File: src/rtl/apb_master_bridge_pkg.sv
// rtl/apb_master_bridge_pkg.sv - shared types and default widths for the APB master bridge
package apb_pkg;

    localparam int APB_ADDR_W = 16;
    localparam int APB_DATA_W = 32;
    localparam int APB_TIMEOUT_CYCLES = 255;

    typedef enum logic [1:0] {
        IDLE   = 2'd0,
        SETUP  = 2'd1,
        ACCESS = 2'd2,
        RESP   = 2'd3
    } apb_master_state_t;

    typedef struct packed {
        logic [APB_ADDR_W-1:0] addr;
        logic                  write;
        logic [APB_DATA_W-1:0] wdata;
    } apb_req_t;

    typedef struct packed {
        logic [APB_DATA_W-1:0] rdata;
        logic                  error;
        logic                  timeout;
    } apb_rsp_t;

endpackage

File: src/rtl/apb_master_bridge_if.sv
// rtl/apb_master_bridge_if.sv - APB3 bus bundle with master and slave views
interface apb_bus #(
    parameter int AddrWidth = 16,
    parameter int DataWidth = 32
) ();
    logic [AddrWidth-1:0] paddr;
    logic                 psel;
    logic                 penable;
    logic                 pwrite;
    logic [DataWidth-1:0] pwdata;
    logic                 pready;
    logic [DataWidth-1:0] prdata;
    logic                 pslverror;

    modport master (
        output paddr, psel, penable, pwrite, pwdata,
        input  pready, prdata, pslverror
    );

    modport slave (
        input  paddr, psel, penable, pwrite, pwdata,
        output pready, prdata, pslverror
    );
endinterface

File: src/rtl/apb_master_bridge_core.sv
// rtl/apb_master_bridge_core.sv - request/response to APB3 sequencer with wait-state timeout
module apb_master_bridge_core
    import apb_pkg::*;
#(
    parameter int AddrWidth     = APB_ADDR_W,
    parameter int DataWidth     = APB_DATA_W,
    parameter int TimeoutCycles = APB_TIMEOUT_CYCLES
) (
    input  logic                 PCLK,
    input  logic                 PRESETn,
    input  logic                 req_valid,
    output logic                 req_ready,
    input  logic [AddrWidth-1:0] req_addr,
    input  logic                 req_write,
    input  logic [DataWidth-1:0] req_wdata,
    output logic                 rsp_valid,
    input  logic                 rsp_ready,
    output logic [DataWidth-1:0] rsp_rdata,
    output logic                 rsp_error,
    output logic                 rsp_timeout,
    apb_bus.master               bus
);

    localparam int CntWidth = $clog2(TimeoutCycles + 1);
    localparam logic [CntWidth-1:0] CntLimit = CntWidth'(TimeoutCycles);

    apb_master_state_t    state_q, state_d;
    logic [AddrWidth-1:0] paddr_q, paddr_d;
    logic                 pwrite_q, pwrite_d;
    logic [DataWidth-1:0] pwdata_q, pwdata_d;
    logic                 psel_q, psel_d;
    logic                 penable_q, penable_d;
    logic                 req_ready_q, req_ready_d;
    logic                 rsp_valid_q, rsp_valid_d;
    logic [DataWidth-1:0] rsp_rdata_q, rsp_rdata_d;
    logic                 rsp_error_q, rsp_error_d;
    logic                 rsp_timeout_q, rsp_timeout_d;
    logic [CntWidth-1:0]  cnt_q, cnt_d;
    logic [CntWidth-1:0]  cnt_inc;

    // Next-state and next-output computation; the wait counter saturates at the limit.
    always_comb begin
        state_d       = state_q;
        paddr_d       = paddr_q;
        pwrite_d      = pwrite_q;
        pwdata_d      = pwdata_q;
        psel_d        = psel_q;
        penable_d     = penable_q;
        req_ready_d   = req_ready_q;
        rsp_valid_d   = rsp_valid_q;
        rsp_rdata_d   = rsp_rdata_q;
        rsp_error_d   = rsp_error_q;
        rsp_timeout_d = rsp_timeout_q;
        cnt_d         = cnt_q;
        cnt_inc       = (cnt_q == CntLimit) ? cnt_q : cnt_q + CntWidth'(1);

        case (state_q)
            IDLE: begin
                req_ready_d = 1'b1;
                if (req_valid && req_ready_q) begin
                    paddr_d     = req_addr;
                    pwrite_d    = req_write;
                    pwdata_d    = req_wdata;
                    psel_d      = 1'b1;
                    penable_d   = 1'b0;
                    req_ready_d = 1'b0;
                    state_d     = SETUP;
                end
            end
            SETUP: begin
                penable_d = 1'b1;
                cnt_d     = '0;
                state_d   = ACCESS;
            end
            ACCESS: begin
                // A ready slave takes priority over a counter expiring on the same edge.
                if (bus.pready) begin
                    psel_d        = 1'b0;
                    penable_d     = 1'b0;
                    rsp_valid_d   = 1'b1;
                    rsp_rdata_d   = pwrite_q ? '0 : bus.prdata;
                    rsp_error_d   = bus.pslverror;
                    rsp_timeout_d = 1'b0;
                    state_d       = RESP;
                end else begin
                    cnt_d = cnt_inc;
                    if (cnt_inc == CntLimit) begin
                        psel_d        = 1'b0;
                        penable_d     = 1'b0;
                        rsp_valid_d   = 1'b1;
                        rsp_rdata_d   = '0;
                        rsp_error_d   = 1'b0;
                        rsp_timeout_d = 1'b1;
                        state_d       = RESP;
                    end
                end
            end
            RESP: begin
                if (rsp_ready) begin
                    rsp_valid_d = 1'b0;
                    req_ready_d = 1'b1;
                    state_d     = IDLE;
                end
            end
            default: state_d = IDLE;
        endcase
    end

    // State and registered outputs; reset discards any transfer in flight.
    always_ff @(posedge PCLK) begin
        if (!PRESETn) begin
            state_q       <= IDLE;
            paddr_q       <= '0;
            pwrite_q      <= 1'b0;
            pwdata_q      <= '0;
            psel_q        <= 1'b0;
            penable_q     <= 1'b0;
            req_ready_q   <= 1'b0;
            rsp_valid_q   <= 1'b0;
            rsp_rdata_q   <= '0;
            rsp_error_q   <= 1'b0;
            rsp_timeout_q <= 1'b0;
            cnt_q         <= '0;
        end else begin
            state_q       <= state_d;
            paddr_q       <= paddr_d;
            pwrite_q      <= pwrite_d;
            pwdata_q      <= pwdata_d;
            psel_q        <= psel_d;
            penable_q     <= penable_d;
            req_ready_q   <= req_ready_d;
            rsp_valid_q   <= rsp_valid_d;
            rsp_rdata_q   <= rsp_rdata_d;
            rsp_error_q   <= rsp_error_d;
            rsp_timeout_q <= rsp_timeout_d;
            cnt_q         <= cnt_d;
        end
    end

    assign bus.paddr   = paddr_q;
    assign bus.psel    = psel_q;
    assign bus.penable = penable_q;
    assign bus.pwrite  = pwrite_q;
    assign bus.pwdata  = pwdata_q;

    assign req_ready   = req_ready_q;
    assign rsp_valid   = rsp_valid_q;
    assign rsp_rdata   = rsp_rdata_q;
    assign rsp_error   = rsp_error_q;
    assign rsp_timeout = rsp_timeout_q;

endmodule

File: src/rtl/apb_master_bridge.sv
// rtl/apb_master_bridge.sv - flat-port wrapper mapping APB pins onto the bus bundle
module apb_master_bridge
    import apb_pkg::*;
#(
    parameter int AddrWidth     = APB_ADDR_W,
    parameter int DataWidth     = APB_DATA_W,
    parameter int TimeoutCycles = APB_TIMEOUT_CYCLES
) (
    input  logic                 PCLK,
    input  logic                 PRESETn,
    input  logic                 req_valid,
    output logic                 req_ready,
    input  logic [AddrWidth-1:0] req_addr,
    input  logic                 req_write,
    input  logic [DataWidth-1:0] req_wdata,
    output logic                 rsp_valid,
    input  logic                 rsp_ready,
    output logic [DataWidth-1:0] rsp_rdata,
    output logic                 rsp_error,
    output logic                 rsp_timeout,
    output logic [AddrWidth-1:0] PADDR,
    output logic                 PSEL,
    output logic                 PENABLE,
    output logic                 PWRITE,
    output logic [DataWidth-1:0] PWDATA,
    input  logic                 PREADY,
    input  logic [DataWidth-1:0] PRDATA,
    input  logic                 PSLVERROR
);

    apb_bus #(.AddrWidth(AddrWidth), .DataWidth(DataWidth)) bus ();

    assign PADDR         = bus.paddr;
    assign PSEL          = bus.psel;
    assign PENABLE       = bus.penable;
    assign PWRITE        = bus.pwrite;
    assign PWDATA        = bus.pwdata;
    assign bus.pready    = PREADY;
    assign bus.prdata    = PRDATA;
    assign bus.pslverror = PSLVERROR;

    apb_master_bridge_core #(
        .AddrWidth    (AddrWidth),
        .DataWidth    (DataWidth),
        .TimeoutCycles(TimeoutCycles)
    ) u_core (
        .PCLK       (PCLK),
        .PRESETn    (PRESETn),
        .req_valid  (req_valid),
        .req_ready  (req_ready),
        .req_addr   (req_addr),
        .req_write  (req_write),
        .req_wdata  (req_wdata),
        .rsp_valid  (rsp_valid),
        .rsp_ready  (rsp_ready),
        .rsp_rdata  (rsp_rdata),
        .rsp_error  (rsp_error),
        .rsp_timeout(rsp_timeout),
        .bus        (bus.master)
    );

endmodule

File: config.mk
export PLATFORM = sky130hd
export DESIGN_NAME = apb_master_bridge
export DESIGN_NICKNAME = d
export VERILOG_FILES = /design/src/rtl/apb_master_bridge_pkg.sv /design/src/rtl/apb_master_bridge_if.sv /design/src/rtl/apb_master_bridge_core.sv /design/src/rtl/apb_master_bridge.sv
export SDC_FILE = /design/constraint.sdc
export NUM_CORES = 1
export LEC_CHECK = 0
export BUFFER_PORTS_ARGS = -buffer_cell sky130_fd_sc_hd__clkbuf_2
export CAP_MARGIN = 20
export CORE_MARGIN = 2
export CORE_UTILIZATION = 46
export CTS_BUF_LIST = sky130_fd_sc_hd__clkbuf_16
export DETAILED_ROUTE_END_ITERATION = 8
export PLACE_DENSITY = 0.79
export SLEW_MARGIN = 20
export SYNTH_ARGS = -nofsm -noshare
export SYNTH_HDL_FRONTEND = slang
export SYNTH_SLANG_ARGS = --single-unit
File: constraint.sdc
create_clock -name PCLK -period 2.5 [get_ports PCLK]
set_clock_uncertainty 0.2 [all_clocks]
set_input_delay 0.375 -clock PCLK [delete_from_list [all_inputs] [get_ports PCLK]]
set_output_delay 0.375 -clock PCLK [all_outputs]
set_load 0.05 [all_outputs]
==> impl_metrics.env, run 1 <==
export IMPL_cp_end_kind="flop"
export IMPL_initial_core_util=0.480
export IMPL_clkSinkCount=97
export IMPL_pin_count=174
export IMPL_peakVddDrop_v=0.000497
export IMPL_cts_setup_buffers=0
export IMPL_yosys_warnings=0
export IMPL_ant_nets=0
export IMPL_max_slew_margin=0.634
export IMPL_grt_first_pass_wirelength_mm=15.2
export IMPL_core_area_um2=7810
export IMPL_ys_seq_area_frac=0.518
export IMPL_cts_path_max_buffers=2
export IMPL_fin_area_um2=4990
export IMPL_synth_area_leaders="dfxtp_1 52%, nand2_1 11%, a21boi_0 9.8%"
export IMPL_vias=3511
export IMPL_fin_setup_tns_ns=0
export IMPL_root_buffer="clkbuf_16"
export IMPL_period_share=0.943
export IMPL_die_x_um=94.3
export IMPL_wire_per_inst_um=14.0
export IMPL_grt_max_degree=34
export IMPL_holdBufCountCts=0
export IMPL_numPortBuffers=173
export IMPL_setup_violations=0
export IMPL_arrival_ns=2.38
export IMPL_multi_input_area_um2=1680
export IMPL_layout_nets=667
export IMPL_cts_tree="yes"
export IMPL_timing_hold_ws_ns=0.0533
export IMPL_yosys_area_top_type="dfxtp_1"
export IMPL_max_freq_mhz=424
export IMPL_drt_iter0_markers=195
export IMPL_gr_total_overflow=0
export IMPL_hpwl_mm=6.92
export IMPL_avgSynthCellArea_um2=9.19
export IMPL_clk_latency_ns=0.33
export IMPL_synth_top_area_frac=0.518
export IMPL_regArea_um2=1940
export IMPL_numCtsBuffers=9
export IMPL_n_antenna_cell=0
export IMPL_netlist_area_um2=3750
export IMPL_gp_congestion=0.842
export IMPL_worstMarginPinSlew_ns=0.547
export IMPL_hold_depth=2
export IMPL_min_path_type="input pin to flop"
export IMPL_finalMaxSlewViolations=0
export IMPL_leakagePower_nw=2.24
export IMPL_htreeDepth=3
export IMPL_reg2reg_depth=7
export IMPL_syn2layout_area_growth_pct=33.0
export IMPL_period_needed_ns=2.36
export IMPL_grt_total_usage=0.212
export IMPL_syn_nets=500
export IMPL_rows=32
export IMPL_nFillCells=671
export IMPL_rsz0062_at_grt="no"
export IMPL_ys_ff_latch=97
export IMPL_synth_edf_count=0
export IMPL_synth_top_flop_cell="dfxtp_1"
export IMPL_yosysUniqueCellTypes=42
export IMPL_utilization=0.639
export IMPL_cts_clk_slew_worst_paths_ns=0.07
export IMPL_die_area_um2=8890
export IMPL_layout_drive_gt1_share=0.359
export IMPL_layout_common_cells="173 x clkbuf_2, 110 x nand2_1, 97 x dfxtp_1, 49 x a21boi_0, 32 x a22o_1"
export IMPL_synthCells=408
export IMPL_finalHoldViolations=0
export IMPL_wl_mm=9.57
export IMPL_via_per_inst=5.15
export IMPL_die_h_um=94.3
export IMPL_status="completed"
export IMPL_crit_type="flop to flop"
export IMPL_antenna_found_initial=0
export IMPL_crit_required_ns=2.52
export IMPL_synthArstFlopShare=0
export IMPL_grt_pass1_vias=3345
export IMPL_ctsResizeCount=0
export IMPL_r2r_slack_ns=0.14
export IMPL_maxCapViolCount=0
export IMPL_startpoint_type="flop"
export IMPL_critical_path_peak_fanout=33
export IMPL_dpl_instance_area_um2=4700
export IMPL_final_common_cell="clkbuf_2"
export IMPL_drc_errors=0
export IMPL_pwr_density_cell_nw_per_um2=1020
export IMPL_drtPass1Iterations=4
==> logic make-up after synthesis <==
group	share of synthesized area
AND/OR/NAND/NOR	0.172
buffers and inverters	0.0391
AO/OA/AOI/OAI	0.246
multiplexers	0.00834
adder cells (fa/ha/maj)	0.0167
flip-flops	0.518
==> path summary, 6_finish.rpt <==
path,from,to
max,u_core.cnt_q[0],u_core.rsp_rdata[2]
min,PRDATA[27],u_core.rsp_rdata[27]
max reg2reg,u_core.cnt_q[0],u_core.rsp_rdata[2]
min reg2reg,u_core.bus.paddr[1],u_core.bus.paddr[1]
==> cell usage after synthesis (all sizes together) (2+ instances only) <==
library cell,instances
nand2,111
and3b,3
dfxtp,97
a22o,32
nor2b,5
clkbuf,19
a21oi,16
nand2b,2
ha,5
mux2i,2
inv,7
a31oi,3
nor3b,3
nand3,6
a21boi,49
buf,6
nor2,7
o21ai,12
a32oi,2
and3,3
nor3,2
==> stage by stage <==
step / power (mW) / setup slack (ns) / instances
floorplan: 3.33 / 0.354 / 408
global placement: 3.75 / 0.225 / 666
detailed placement: 3.80 / 0.134 / 666
CTS: 5.11 / 0.116 / 682
global route: 5.34 / 0.00456 / 682
finish: 5.08 / 0.142 / 682
==> worst max-delay path: stages (launching register included) <==
cell and delay (ns):
dfxtp_1 0.44, ha_2 0.28, nand2_1 0.13, or4_4 0.47, a32oi_2 0.20, nand2_2 0.06, buf_4 0.23, a22o_1 0.22
==> where the power goes <==
part           leakage [nW]  switching, mW  total (mW)  internal [mW]
Clock                 0.139          0.621        1.31          0.693
Sequential            0.787          0.141        1.93           1.79
Combinational          1.32           1.36        1.84          0.475
Total                  2.24           2.12        5.08           2.95
==> cell type report <==
class / count / share of cell area
multi-input combinational: 279 / 0.337
tap: 102 / 0.0256
clock buffer: 9 / 0.0452
sequential: 97 / 0.389
inverter: 7 / 0.00527
timing repair buffer: 181 / 0.186
clock inverter: 7 / 0.0118
==> registers in the layout (all words and copies together), names as in the netlist <==
signal              cells
u_core.bus.pwdata      32
u_core.rsp_rdata       32
u_core.bus.paddr       16
u_core.cnt_q            8
u_core.state_q          2
u_core.bus.penable      1
u_core.bus.psel         1
u_core.bus.pwrite       1
u_core.req_ready        1
u_core.rsp_error        1
u_core.rsp_timeout      1
u_core.rsp_valid        1
==> layer usage <==
metal / share of wire / vias up / track usage
met5: 0 / - / 0
met4: 0.019 / 0 / 0.0749
met3: 0.093 / 13 / 0.0706
met2: 0.48 / 142 / 0.354
met1: 0.41 / 1606 / 0.255
li1: - / 1750 / -
No activity file was read; power rests on OpenSTA's default activity.
==> inputs of run 2 (changes only) <==
--- a/config.mk
+++ b/config.mk
@@ -11,7 +11,7 @@
 export CORE_UTILIZATION = 46
 export CTS_BUF_LIST = sky130_fd_sc_hd__clkbuf_16
 export DETAILED_ROUTE_END_ITERATION = 8
-export PLACE_DENSITY = 0.79
+export PLACE_DENSITY_LB_ADDON = 0.25
 export SLEW_MARGIN = 20
 export SYNTH_ARGS = -nofsm -noshare
 export SYNTH_HDL_FRONTEND = slang
==> impl_metrics.env, run 2 (synthesized netlist as in run 1, its figures left out) <==
export IMPL_period_needed_ns=2.35
export IMPL_grt_pass1_vias=3186
export IMPL_use_met3=0.0682
export IMPL_r2r_start="u_core.cnt_q[0]"
export IMPL_finalMaxSlewViolations=0
export IMPL_clk_latency_ns=0.32
export IMPL_layout_common_cells="173 x clkbuf_2, 110 x nand2_1, 97 x dfxtp_1, 49 x a21boi_0, 32 x a22o_1"
export IMPL_cp_end_kind="flop"
export IMPL_peakVddDrop_v=0.000516
export IMPL_via_per_inst=5.07
export IMPL_hpwl_mm=6.91
export IMPL_gr_total_overflow=0
export IMPL_status="completed"
export IMPL_finalHoldViolations=0
export IMPL_min_path_type="input pin to flop"
export IMPL_final_common_cell="clkbuf_2"
export IMPL_arrival_ns=2.37
export IMPL_min_from="PRDATA[18]"
export IMPL_leakagePower_nw=2.25
export IMPL_core_area_um2=7810
export IMPL_crit_reg2reg_capture="u_core.rsp_rdata[27]"
export IMPL_maxCapViolCount=0
export IMPL_wire_per_inst_um=13.8
export IMPL_crit_type="flop to flop"
export IMPL_seq_power_share=0.380
export IMPL_r2r_slack_ns=0.15
export IMPL_crit_required_ns=2.52
export IMPL_ant_nets=0
export IMPL_antenna_found_initial=0
export IMPL_wl_mm=9.41
export IMPL_cts_path_max_buffers=2
export IMPL_ctsResizeCount=0
export IMPL_worstMarginPinSlew_ns=0.497
export IMPL_utilization=0.641
export IMPL_htreeDepth=3
export IMPL_grt_busiest_layer="met2"
export IMPL_numPortBuffers=173
export IMPL_cp_slowest_stage_delay_ns=0.47
export IMPL_die_x_um=94.3
export IMPL_cp_cell_sequence="ha_1 -> nand2_1 -> or4_4 -> a32oi_2 -> nand2_2 -> buf_12 -> a22o_1"
export IMPL_period_share=0.940
export IMPL_pin_count=174
export IMPL_pwr_density_cell_nw_per_um2=1010
export IMPL_layout_cells_non_filler=681
export IMPL_startpoint_type="flop"
export IMPL_cts_clk_slew_worst_paths_ns=0.07
export IMPL_fin_setup_tns_ns=0
export IMPL_p_int_mw=2.97
export IMPL_critical_path_peak_fanout=33
export IMPL_max_slew_margin=0.668
export IMPL_drc_errors=0
export IMPL_grt_max_degree=41
export IMPL_switching_power_mw=2.10
export IMPL_layout_drive_gt1_share=0.354
export IMPL_reg2reg_depth=7
export IMPL_numCtsBuffers=9
export IMPL_max_freq_mhz=425
export IMPL_setup_violations=0
export IMPL_hold_depth=2
export IMPL_clkSinkCount=97
export IMPL_die_h_um=94.3
export IMPL_rows=32
export IMPL_cts_tree="yes"
export IMPL_dpl_cell_count=665
export IMPL_grt_first_pass_wirelength_mm=14.8
export IMPL_crit_slowest_cell="or4_4"
export IMPL_vias=3452
export IMPL_met2_usage=0.342
export IMPL_grtUsageMet1=0.258
export IMPL_initial_core_util=0.480
export IMPL_dpl_instance_area_um2=4730
export IMPL_syn2layout_area_growth_pct=33.5
export IMPL_rsz0062_at_grt="no"
export IMPL_p_total_mw=5.07
export IMPL_netSwitchingFraction=0.414
export IMPL_combPwrFrac=0.369
export IMPL_nFillCells=698
export IMPL_root_buffer="clkbuf_16"
export IMPL_n_antenna_cell=0
export IMPL_drt_iter0_markers=130
export IMPL_cp_endpoint="u_core.rsp_rdata[27]"
export IMPL_holdBufCountCts=0
export IMPL_grt_total_usage=0.206
export IMPL_cts_setup_buffers=0
export IMPL_pwr_share_clk=0.252
export IMPL_critPathLaunch="u_core.cnt_q[0]"
export IMPL_layout_nets=666
export IMPL_drtPass1Iterations=4
export IMPL_fin_area_um2=5010
export IMPL_gp_congestion=0.864
export IMPL_die_area_um2=8890
-- run 2: stage by stage --
stage	worst slack, ns	hold WS [ns]
2_1_floorplan	0.354	0.271
3_3_place_gp	0.269	0.249
3_5_place_dp	0.177	0.255
4_1_cts	0.170	0.0507
5_1_grt	0.0330	0.0513
6_report	0.149	0.0612
-- run 2: critical path: cells and delay by family, from the launching register on --
family	cells	cell delay (ns)
fa+ha+maj	1	0.31
buf+inv	1	0.17
flops	1	0.44
compound gates	2	0.39
simple gates	3	0.71
-- run 2: cell type report --
type | count | area [um^2] | share of cell area
sequential | 97 | 1940 | 0.388
multi-input combinational | 279 | 1680 | 0.335
timing repair buffer | 180 | 956 | 0.191
clock buffer | 9 | 225 | 0.0450
tap | 102 | 128 | 0.0255
clock inverter | 7 | 51.3 | 0.0102
inverter | 7 | 26.3 | 0.00525
-- run 2: how the worst min path moves through the flow --
stage	endpoint	slack [ns]
6_report	u_core.rsp_rdata[18]	0.06
5_1_grt	u_core.rsp_rdata[19]	0.05
4_1_cts	u_core.rsp_rdata[18]	0.05
3_5_place_dp	u_core.bus.pwdata[15]	0.25
3_3_place_gp	u_core.bus.pwdata[31]	0.25
2_1_floorplan	u_core.state_q[1]	0.27
-- run 2: layer usage --
layer / share of wire / wire length (um) / vias up
li1: - / - / 1749
met1: 0.42 / 3960 / 1568
met2: 0.48 / 4530 / 125
met3: 0.085 / 802 / 10
met4: 0.012 / 110 / 0
met5: 0 / 0 / -
-- run 2: power by group through the flow --
stage	clock, mW	combinational [mW]	sequential [mW]
2_1_floorplan	0	0.614	2.71
3_3_place_gp	0	1.84	1.95
3_5_place_dp	0	1.87	1.96
4_1_cts	1.30	1.87	1.92
5_1_grt	1.37	2.01	1.95
6_report	1.28	1.87	1.92
